## src/rtl/au_pkg.sv

```systemverilog
// -----------------------------------------------------------------------------
// au_pkg
// Shared definitions for the add/subtract accumulator family.
//   au_state_e  : burst FSM encoding (IDLE, ACC, HOLD)
//   au_max_sgn  : largest 2's-complement value of a given width (0 then ones)
//   au_min_sgn  : smallest 2's-complement value of a given width (1 then zeros)
// The range helpers return 64-bit values, so they cover widths of 1 to 64.
// -----------------------------------------------------------------------------
package au_pkg;

    typedef enum logic [1:0] {
        IDLE = 2'd0,  // no beats yet, accumulator/sticky/counter are zero
        ACC  = 2'd1,  // burst in progress
        HOLD = 2'd2   // result presented, waiting for downstream
    } au_state_e;

    function automatic longint au_max_sgn(input int width);
        return (longint'(1) <<< (width - 1)) - longint'(1);
    endfunction

    function automatic longint au_min_sgn(input int width);
        return -(longint'(1) <<< (width - 1));
    endfunction

endpackage

```

## src/rtl/AU_addsub_v.sv

```systemverilog
// -----------------------------------------------------------------------------
// AU_addsub_v
// Combinational signed adder/subtractor with overflow detection.
//   add_sub = 0 : s = a + b + ci
//   add_sub = 1 : s = a - b - ci   (ci acts as borrow-in)
//   v           : the exact result does not fit in WIDTH signed bits
// Parameters
//   WIDTH : operand/result width
//   ARCH  : 0 behavioural (range check), 1 bit-level ripple, 2 vector add with
//           sign-based overflow. All three produce identical s and v.
// Ports
//   a, b    in  WIDTH  signed operands
//   ci      in  1      carry-in / borrow-in
//   add_sub in  1      operation select
//   s       out WIDTH  result (wrapped)
//   v       out 1      signed overflow
// -----------------------------------------------------------------------------
module AU_addsub_v
    import au_pkg::*;
#(
    parameter int WIDTH = 8,
    parameter int ARCH  = 0
) (
    input  logic [WIDTH-1:0] a,
    input  logic [WIDTH-1:0] b,
    input  logic             ci,
    input  logic             add_sub,
    output logic [WIDTH-1:0] s,
    output logic             v
);

    generate
        if (ARCH == 0) begin : g_behav
            // Two guard bits hold the exact result of a +/- b +/- ci.
            localparam logic signed [WIDTH+1:0] MAX_EXT = (WIDTH+2)'(au_max_sgn(WIDTH));
            localparam logic signed [WIDTH+1:0] MIN_EXT = (WIDTH+2)'(au_min_sgn(WIDTH));

            logic signed [WIDTH+1:0] a_ext;
            logic signed [WIDTH+1:0] b_ext;
            logic signed [WIDTH+1:0] c_ext;
            logic signed [WIDTH+1:0] r_ext;

            assign a_ext = (WIDTH+2)'(signed'(a));
            assign b_ext = (WIDTH+2)'(signed'(b));
            assign c_ext = (WIDTH+2)'(signed'({1'b0, ci}));
            assign r_ext = add_sub ? (a_ext - b_ext - c_ext) : (a_ext + b_ext + c_ext);
            assign s     = r_ext[WIDTH-1:0];
            assign v     = (r_ext > MAX_EXT) || (r_ext < MIN_EXT);
        end else if (ARCH == 1) begin : g_ripple
            // a - b - ci == a + ~b + (1 - ci), so subtract inverts b and ci.
            logic [WIDTH-1:0] b_eff;
            logic [WIDTH:0]   c;

            assign b_eff = b ^ {WIDTH{add_sub}};

            // NOTE: every signal written in always_comb is assigned on every
            // path; a path that skips an assignment would infer a latch.
            always_comb begin
                c    = '0;
                s    = '0;
                c[0] = ci ^ add_sub;
                for (int i = 0; i < WIDTH; i++) begin
                    s[i]   = a[i] ^ b_eff[i] ^ c[i];
                    c[i+1] = (a[i] & b_eff[i]) | (c[i] & (a[i] ^ b_eff[i]));
                end
            end

            // Carry into the sign bit disagrees with carry out of it.
            assign v = c[WIDTH] ^ c[WIDTH-1];
        end else begin : g_vector
            logic [WIDTH-1:0] b_eff;

            assign b_eff = b ^ {WIDTH{add_sub}};
            assign s     = a + b_eff + WIDTH'(ci ^ add_sub);
            // Same-sign operands producing a result of the other sign.
            assign v     = (a[WIDTH-1] == b_eff[WIDTH-1]) && (s[WIDTH-1] != a[WIDTH-1]);
        end
    endgenerate

endmodule

```

## src/rtl/au_addsub_acc.sv

```systemverilog
// -----------------------------------------------------------------------------
// au_addsub_acc
// Burst accumulator behind AU_addsub_v. Each accepted beat adds x (+ci) to or
// subtracts x (+ci) from a running accumulator; overflow either saturates or
// wraps the accumulator and sets a sticky flag. The beat marked last ends the
// burst and the final sum, sticky flag and beat count are held on the output
// handshake until taken.
// Parameters
//   WIDTH     : data/accumulator width (>= 1)
//   ARCH      : adder architecture passed to AU_addsub_v (0..2)
//   SAT       : 1 saturate on overflow, 0 wrap
//   CNT_WIDTH : beat counter width (>= 1), counter saturates at all-ones
// Ports
//   clk        in  1          rising-edge clock
//   rst        in  1          synchronous active-high reset
//   in_valid   in  1          beat valid
//   in_ready   out 1          beat can be accepted (IDLE or ACC)
//   x          in  WIDTH      signed operand
//   ci         in  1          carry-in / borrow-in
//   add_sub    in  1          0 add, 1 subtract
//   clr        in  1          treat accumulator as 0 for this beat
//   last       in  1          beat ends the burst
//   out_valid  out 1          result valid (HOLD)
//   out_ready  in  1          downstream takes the result
//   sum        out WIDTH      final accumulator value
//   ovf        out 1          any beat of the burst overflowed
//   cnt        out CNT_WIDTH  beats in the burst
// -----------------------------------------------------------------------------
module au_addsub_acc
    import au_pkg::*;
#(
    parameter int WIDTH     = 8,
    parameter int ARCH      = 0,
    parameter int SAT       = 1,
    parameter int CNT_WIDTH = 8
) (
    input  logic                 clk,
    input  logic                 rst,
    input  logic                 in_valid,
    output logic                 in_ready,
    input  logic [WIDTH-1:0]     x,
    input  logic                 ci,
    input  logic                 add_sub,
    input  logic                 clr,
    input  logic                 last,
    output logic                 out_valid,
    input  logic                 out_ready,
    output logic [WIDTH-1:0]     sum,
    output logic                 ovf,
    output logic [CNT_WIDTH-1:0] cnt
);

    generate
        if (WIDTH < 1 || ARCH < 0 || ARCH > 2 || !(SAT == 0 || SAT == 1) || CNT_WIDTH < 1)
        begin : g_param_check
            $fatal(1, "au_addsub_acc: illegal parameter set (WIDTH>=1, ARCH 0..2, SAT 0/1, CNT_WIDTH>=1)");
        end
    endgenerate

    localparam logic [WIDTH-1:0] MAX_SGN = WIDTH'(au_max_sgn(WIDTH));
    localparam logic [WIDTH-1:0] MIN_SGN = WIDTH'(au_min_sgn(WIDTH));

    au_state_e            state;
    au_state_e            state_next;
    logic [WIDTH-1:0]     acc;
    logic [WIDTH-1:0]     acc_next;
    logic [WIDTH-1:0]     a_op;
    logic [WIDTH-1:0]     s_raw;
    logic                 v_raw;
    logic                 sticky;
    logic                 sticky_next;
    logic [CNT_WIDTH-1:0] beats;
    logic [CNT_WIDTH-1:0] cnt_base;
    logic [CNT_WIDTH-1:0] cnt_next;
    logic                 accept;
    logic                 restart;

    // Handshake flags come from state only, so out_ready never reaches in_ready.
    assign in_ready  = (state != HOLD);
    assign out_valid = (state == HOLD);
    assign accept    = in_valid && in_ready;

    // First beat of a burst and clr both start from an empty accumulator.
    assign restart = (state == IDLE) || clr;
    assign a_op    = restart ? '0 : acc;

    AU_addsub_v #(
        .WIDTH (WIDTH),
        .ARCH  (ARCH)
    ) u_addsub (
        .a       (a_op),
        .b       (x),
        .ci      (ci),
        .add_sub (add_sub),
        .s       (s_raw),
        .v       (v_raw)
    );

    always_comb begin
        acc_next = s_raw;
        // A wrapped result with a clear sign bit came from a negative overflow.
        if (SAT == 1 && v_raw) begin
            acc_next = s_raw[WIDTH-1] ? MAX_SGN : MIN_SGN;
        end
        sticky_next = (restart ? 1'b0 : sticky) | v_raw;
        cnt_base    = restart ? '0 : beats;
        cnt_next    = (&cnt_base) ? cnt_base : cnt_base + CNT_WIDTH'(1);
    end

    always_comb begin
        state_next = state;
        case (state)
            IDLE, ACC: if (accept) state_next = last ? HOLD : ACC;
            HOLD:      if (out_ready) state_next = IDLE;
            default:   state_next = IDLE;
        endcase
    end

    // NOTE: sequential state uses non-blocking assignments so every register
    // samples pre-edge values, independent of statement order.
    always_ff @(posedge clk) begin
        if (rst) begin
            state  <= IDLE;
            acc    <= '0;
            sticky <= 1'b0;
            beats  <= '0;
            sum    <= '0;
            ovf    <= 1'b0;
            cnt    <= '0;
        end else begin
            state <= state_next;
            if (accept) begin
                acc    <= acc_next;
                sticky <= sticky_next;
                beats  <= cnt_next;
                if (last) begin
                    sum <= acc_next;
                    ovf <= sticky_next;
                    cnt <= cnt_next;
                end
            end else if (out_valid && out_ready) begin
                // Back to IDLE with an empty burst.
                acc    <= '0;
                sticky <= 1'b0;
                beats  <= '0;
            end
        end
    end

endmodule

```

## config.mk

```make
export PLATFORM = sky130hd
export DESIGN_NAME = au_addsub_acc
export DESIGN_NICKNAME = d
export VERILOG_FILES = /design/src/rtl/au_pkg.sv /design/src/rtl/AU_addsub_v.sv /design/src/rtl/au_addsub_acc.sv
export SDC_FILE = /design/constraint.sdc
export NUM_CORES = 1
export LEC_CHECK = 0
export ABC_AREA = 1
export CORE_UTILIZATION = 51
export CTS_BUF_LIST = sky130_fd_sc_hd__clkbuf_8 sky130_fd_sc_hd__clkbuf_16
export CTS_CLUSTER_DIAMETER = 150
export DETAILED_ROUTE_END_ITERATION = 10
export PLACE_DENSITY = 0.77
export SLEW_MARGIN = 15
export SYNTH_ARGS = -nofsm -noshare
export SYNTH_HDL_FRONTEND = slang
export SYNTH_HIERARCHICAL = 1
export SYNTH_SLANG_ARGS = --single-unit
export TNS_END_PERCENT = 30
```

## constraint.sdc

```tcl
create_clock -name clk -period 3.3 [get_ports clk]
set_clock_uncertainty 0.2 [all_clocks]
set_input_delay 0.495 -clock clk [delete_from_list [all_inputs] [get_ports clk]]
set_output_delay 0.495 -clock clk [all_outputs]
set_load 0.03 [all_outputs]
```

; ---- Yosys cells after proc, flatten, opt, wreduce, memory -nomap -nowiden
; Cells that the tools add are included.
[word_totals]
ff_bits = 36
input_bits = 16
output_inout_bits = 19
elab_cells = 46
[classes]
n_addsub = 5
order_cmp = 2
n_eq_ne = 5
muxes = 16
bitwise = 1
reduce_logical = 10
[op_table]
columns = operator, count
row1 = 2-to-1 mux 8 bit, 8
row2 = adder 10 x 2 -> 10 bit, 1
row3 = greater-than comparator 10 x 8 -> 1 bit (second input constant), 1
row4 = less-than comparator 10 x 8 -> 1 bit (second input constant), 1
row5 = 2-to-1 mux 10 bit, 1
row6 = subtractor 10 x 2 -> 10 bit, 1
row7 = adder 8 x 8 -> 9 bit, 1
row8 = subtractor 8 x 8 -> 9 bit, 1
row9 = adder 8 x 1 -> 8 bit (second input constant), 1
row10 = AND reduction 8 bit, 1
row11 = 2-to-1 mux 2 bit, 3
row12 = != test 2 bit (second input constant), 2
row13 = case mux 2 bit (2 select lines), 1
row14 = AND reduction 2 bit, 2
row15 = 2-to-1 mux 1 bit, 3
row16 = equality test 2 x 1 -> 1 bit (second input constant), 1
row17 = equality test 2 bit (second input constant), 1
row18 = logical AND 1 bit, 2
row19 = logical NOT 2 bit, 1
row20 = logical OR 1 bit, 2
row21 = != test 2 x 1 -> 1 bit (second input constant), 1
row22 = nonzero test 2 bit, 1
row23 = OR reduction 2 bit, 1
row24 = OR 1 bit, 1

; ---- Longest topological paths before layout
[logic_depth]
ltp_word = 10
depth_mapped = 25
ltp_nobuf = 25

; ---- Hierarchy
; The synthesis kept the hierarchy.
[by_module_without_submodules]
columns = mod, instances, cells_each, area_each_um2, seq_area_each_um2
row1 = au_addsub_acc, 1, 236, 1735.4, 720.7
row2 = AU_addsub_v, 1, 187, 1104.8, 0.0

; ---- Worst setup path before layout
; No wires, ideal clock.
[synth_path]
path_type = input-to-reg
start = in clr
end = reg acc[5]
setup_time_ps = 134
arrival_ps = 3113
required_ps = 2966
slack_ps = -147
stages = 20
path_buffers = 0
path_cell_list = nor2_4 -> inv_2 -> nor2_1 -> inv_1 -> fa_1 -> inv_1 -> ha_1 -> or2_2 -> nand3_1 -> nand3_1 -> nand2_1 -> nand3_1 -> nand3_1 -> nor2_1 -> nor2_1 -> clkinv_1 -> nand2_1 -> nand2_1 -> nand2_1 -> a21oi_1
[synth_between]
elab_chain_len = 9
elab_cells_between_ends = 13
classes_between = add/sub: 4 / order compare: 2 / mux: 5 / reduce/logical: 2
[synth_lines]
columns = element, line_no
row1 = "start, declared", au_addsub_acc.sv:44  ; input logic clr,
row2 = logical OR 1 bit *, au_addsub_acc.sv:84  ; assign restart = (state == IDLE) || clr;
row3 = 2-to-1 mux 8 bit *, au_addsub_acc.sv:85  ; assign a_op = restart ? '0 : acc;
row4 = named net a_op[0], au_addsub_acc.sv:67  ; logic [WIDTH-1:0] a_op;
row5 = adder 8 x 8 -> 9 bit or subtractor 8 x 8 -> 9 bit (tied branches), AU_addsub_v.sv:46  ; assign r_ext = add_sub ? (a_ext - b_ext - c_ext) : (a_ext + b_ext + c_ext);
row6 = adder 10 x 2 -> 10 bit or subtractor 10 x 2 -> 10 bit (tied branches), AU_addsub_v.sv:46
row7 = 2-to-1 mux 10 bit *, AU_addsub_v.sv:46
row8 = greater-than comparator 10 x 8 -> 1 bit or less-than comparator 10 x 8 -> 1 bit (tied branches), AU_addsub_v.sv:48  ; assign v = (r_ext > MAX_EXT) || (r_ext < MIN_EXT);
row9 = logical OR 1 bit *, AU_addsub_v.sv:48
row10 = named net v_raw, au_addsub_acc.sv:69  ; logic v_raw;
row11 = 2-to-1 mux 8 bit *, au_addsub_acc.sv:102  ; if (SAT == 1 && v_raw) begin
row12 = 2-to-1 mux 8 bit *, au_addsub_acc.sv:132  ; if (accept) begin
row13 = "end signal, assigned", au_addsub_acc.sv:133  ; acc <= acc_next;
row14 = "end, declared", au_addsub_acc.sv:65  ; logic [WIDTH-1:0] acc;
; The timed path passes the listed nets; every way through them passes the cells marked *.
; A chain may end at the register's enable or synchronous reset.

; ---- Worst setup path in the final report
[layout_path]
start = reg state[1]
end = reg sum[0]
[layout_between]
elab_chain_len = 9
elab_cells_between_ends = 16
classes_between = add/sub: 4 / order compare: 2 / eq/ne: 1 / mux: 4 / reduce/logical: 5
[layout_lines]
columns = element, line_no
row1 = "start, declared", au_addsub_acc.sv:63  ; au_state_e state;
row2 = "start signal, assigned", au_addsub_acc.sv:131  ; state <= state_next;
row3 = logical NOT 2 bit *, au_addsub_acc.sv:84
row4 = logical OR 1 bit *, au_addsub_acc.sv:84
row5 = 2-to-1 mux 8 bit *, au_addsub_acc.sv:85
row6 = named net a_op[4], au_addsub_acc.sv:67
row7 = adder 8 x 8 -> 9 bit or subtractor 8 x 8 -> 9 bit (tied branches), AU_addsub_v.sv:46
row8 = adder 10 x 2 -> 10 bit or subtractor 10 x 2 -> 10 bit (tied branches), AU_addsub_v.sv:46
row9 = 2-to-1 mux 10 bit *, AU_addsub_v.sv:46
row10 = named net s_raw[7], au_addsub_acc.sv:68  ; logic [WIDTH-1:0] s_raw;
row11 = greater-than comparator 10 x 8 -> 1 bit or less-than comparator 10 x 8 -> 1 bit (tied branches), AU_addsub_v.sv:48
row12 = logical OR 1 bit *, AU_addsub_v.sv:48
row13 = named net v_raw, au_addsub_acc.sv:69
row14 = 2-to-1 mux 8 bit *, au_addsub_acc.sv:102
row15 = "end signal, assigned", au_addsub_acc.sv:137  ; sum <= acc_next;
row16 = "end, declared", au_addsub_acc.sv:48  ; output logic [WIDTH-1:0] sum,
; Marks and branches as above.

==> metrics.txt <==
final hold vios=0; clk sinks=36; Top delay family on crit path=simple AND/OR/NAND/NOR gates; netlist area before placement=2840 um2; total global-route track usage=24.9%; vias in the first global route=2836; antenna violations before repair=0; number of synthesized flops with an enable pin=0; Netlist cell types=39; post-route setup slack=-88.8 ps; wire length of the first global-routing pass=12200 um; worst-case clock buffer depth=2; endpoint of the worst hold-timing path=sum[7]; dominant register cell in the synthesized netlist=sky130_fd_sc_hd__dfxtp_1; synth cell count leaders=120 x sky130_fd_sc_hd__nand2_1, 66 x sky130_fd_sc_hd__inv_1, 39 x sky130_fd_sc_hd__a21oi_1; post-CTS clock slew at the launch and capture registers of the worst setup and hold paths=70 ps; number of standard cells in the layout, taps in and fillers out=579; proportion of power drawn by combinational gates=43.0%; aggregate routed wire length=7780 um; Slowest cell on crit path=sky130_fd_sc_hd__dfxtp_2; number of warning messages in the yosys log=6; cell type contributing the most total cell area after synthesis=sky130_fd_sc_hd__dfxtp_1; sum of negative setup slack=-778 ps; IO buf count=34; share of synthesized area occupied by flip-flops and latches=25.4%; WHS=270 ps; power spent charging and discharging nets=0.512 mW; violated checks=negative setup slack; clock latency at the later pin of the worst-skew pair=280 ps; total leakage power=1.86 nW; Critical Path End Type=flop; post-route clock period utilization=103%; Syn Nets=465; Switching Fraction=36.6%; total congestion overflow after global routing=0; total CTS buffers=5; synthesized area divided by synthesized cell count=6.71 um2; CTS tree=built; register-to-register setup slack=-90 ps; Min-Delay Path Class=flop to flop; Final Total Pwr=1.40 mW; Crit path arrival time=3390 ps; maximum level of the CTS H-tree=2; DIE WIDTH=76.6 um; Placement Rows=26; worst rel slew slack=65.2%; sequential share of power=34.7%; overall die height=76.6 um; Max FO, Critical Path=7; register bit count reported by yosys=36; Iteration-0 DRC Markers=215; via density per instance=5.30; Placer Congestion=0.899; DRT Pass-1 Iters=5; synthesized instance count=423; WP buf/inv=6; length in cells of the worst reg-to-reg path=25; pin count of the biggest net entering global routing=27; launching element type of the critical path=flop; Crit path top cell by count=sky130_fd_sc_hd__nand2_1; remaining antenna violation count=0; Pint=0.886 mW; Cell Count Post-Placement=561; proportion of netlist area held by the largest area contributor=25.4%; Least-Margin Pin Slew=521 ps; peak clock frequency supported by timing=295 MHz; post-route DRC violation count=0; clock share of power=22.3%; CP Class=flop to flop; worst r2r dst=sum[0]; final routed wire length divided by cell count=13.4 um; total via count after detailed routing=3069; unrepaired setup endpoints after global routing=true; final-report max-slew violation count=0; minimum clock period=3390 ps; HP Start=sum[7]; number of endpoints failing setup at the final stage=16; P&R area growth vs syn=41.9%; effective utilization at floorplan=54.2%; hold path cells=2; power per cell area=347 nW/um2; area of the die=5870 um2; top-count cell post-synth=sky130_fd_sc_hd__nand2_1; HPWL after detailed placement=5210 um; peak supply drop=0.261 mV; CTS Root Buffer Type=sky130_fd_sc_hd__clkbuf_8; data required time at the worst endpoint=3310 ps; number of top-level pins=35; asr flop ratio synth=0%; layout cell share with drive strength beyond 1=33.2%; number of maximum-capacitance constraint violations=0; total number of nets in the final design=550; status=complete, but fails checks; largest stage delay on the critical path=340 ps; top area cells in the synthesized netlist=sky130_fd_sc_hd__dfxtp_1 25%, sky130_fd_sc_hd__nand2_1 16%, sky130_fd_sc_hd__ha_1 9.7%; total inserted antenna cells=0; RR Startpoint=state[1]; area of the placeable core=5240 um2
[cell usage in the layout, fill, tap and decap left out, drive strengths merged]
cell type	n
o21a	3
clkinv	1
a21o	1
buf	53
a22oi	2
a211oi	1
nand3	30
fa	4
dfxtp	36
clkdlybuf4s50	31
nor2	28
nand4	5
ha	22
xor2	4
clkbuf	6
nand3b	1
dlygate4sd2	2
xnor2	4
or2	1
a21oi	41
mux2i	1
nand2	127
o21bai	7
o21ai	19
a31oi	2
inv	77
[state kept, by name, indices dropped and copies added (netlist names)]
signal / cells
state: 2
cnt: 8
ovf: 1
acc: 8
beats: 8
sticky: 1
sum: 8
[worst max path at each step]
stage                  start  cells after the start     end  slack [ps]
finish              state[1]                     25  sum[0]         -90
global route        state[1]                     25  sum[0]        -230
CTS                      clr                     28  sum[5]           2
detailed placement       clr                     20  sum[2]        -660
global placement         clr                     22  sum[6]        -620
floorplan                clr                     20  acc[5]          10
[power groups by stage]
stage               clock network, mW  registers [mW]  logic [mW]
floorplan                           0           0.524       0.268
global placement                    0           0.493       0.460
detailed placement                  0           0.494       0.467
CTS                             0.316           0.484       0.505
global route                    0.338           0.489       0.649
finish                          0.312           0.486       0.600
[kinds of logic (layout without fill, tap and decap cells)]
| group | count (synthesis) | after routing | synth area share [%] |
|---|---|---|---|
| AND/OR/NAND/NOR | 192 | 192 | 31.7 |
| flip-flops | 36 | 36 | 25.4 |
| XOR/XNOR | 8 | 8 | 2.47 |
| multiplexers | 1 | 1 | 0.352 |
| AO/OA/AOI/OAI | 76 | 76 | 15.5 |
| buffers and inverters | 84 | 170 | 12.1 |
| adder cells (fa/ha/maj) | 26 | 26 | 12.5 |
[tightest hold or removal path, cell delays in order (launching register included)]
cell and delay, ps:
sky130_fd_sc_hd__dfxtp_1 310, sky130_fd_sc_hd__nand2_1 60, sky130_fd_sc_hd__a21oi_1 60
[through the flow]
| step | utilization, % | worst slack, ps | area, um2 |
|---|---|---|---|
| final | 76.9 | -88.8 | 4030 |
| after global routing | 76.9 | -234 | 4030 |
| after CTS | 71.5 | 1.61 | 3750 |
| after detailed placement | 67.6 | -661 | 3540 |
| after global placement | 67.6 | -618 | 3540 |
| after floorplan | - | 11.4 | 2850 |
[layer usage]
layer | share of wire, % | track usage [%]
met1 | 45 | 32.4
met4 | 2.1 | 6.54
met2 | 47 | 42.5
met5 | 0 | 0
met3 | 5.9 | 4.19
[layout make-up]
type | count | area [um2]
sequential | 36 | 723
clock buffer | 6 | 82.6
inverter | 75 | 294
timing repair inverter | 1 | 6.26
multi-input combinational | 303 | 2090
clock inverter | 2 | 7.51
fill | 381 | 1210
timing repair buffer | 86 | 738
tap | 70 | 87.6
[what timing repair did]
item	4_1_cts	5_1_grt
endpoints found under the setup margin	18	18
resized for setup	23	77
hold buffers	0	0
pin swaps	7	29
setup buffers	6	3
gates cloned	1	0
Power figures use the tool's default switching activity.
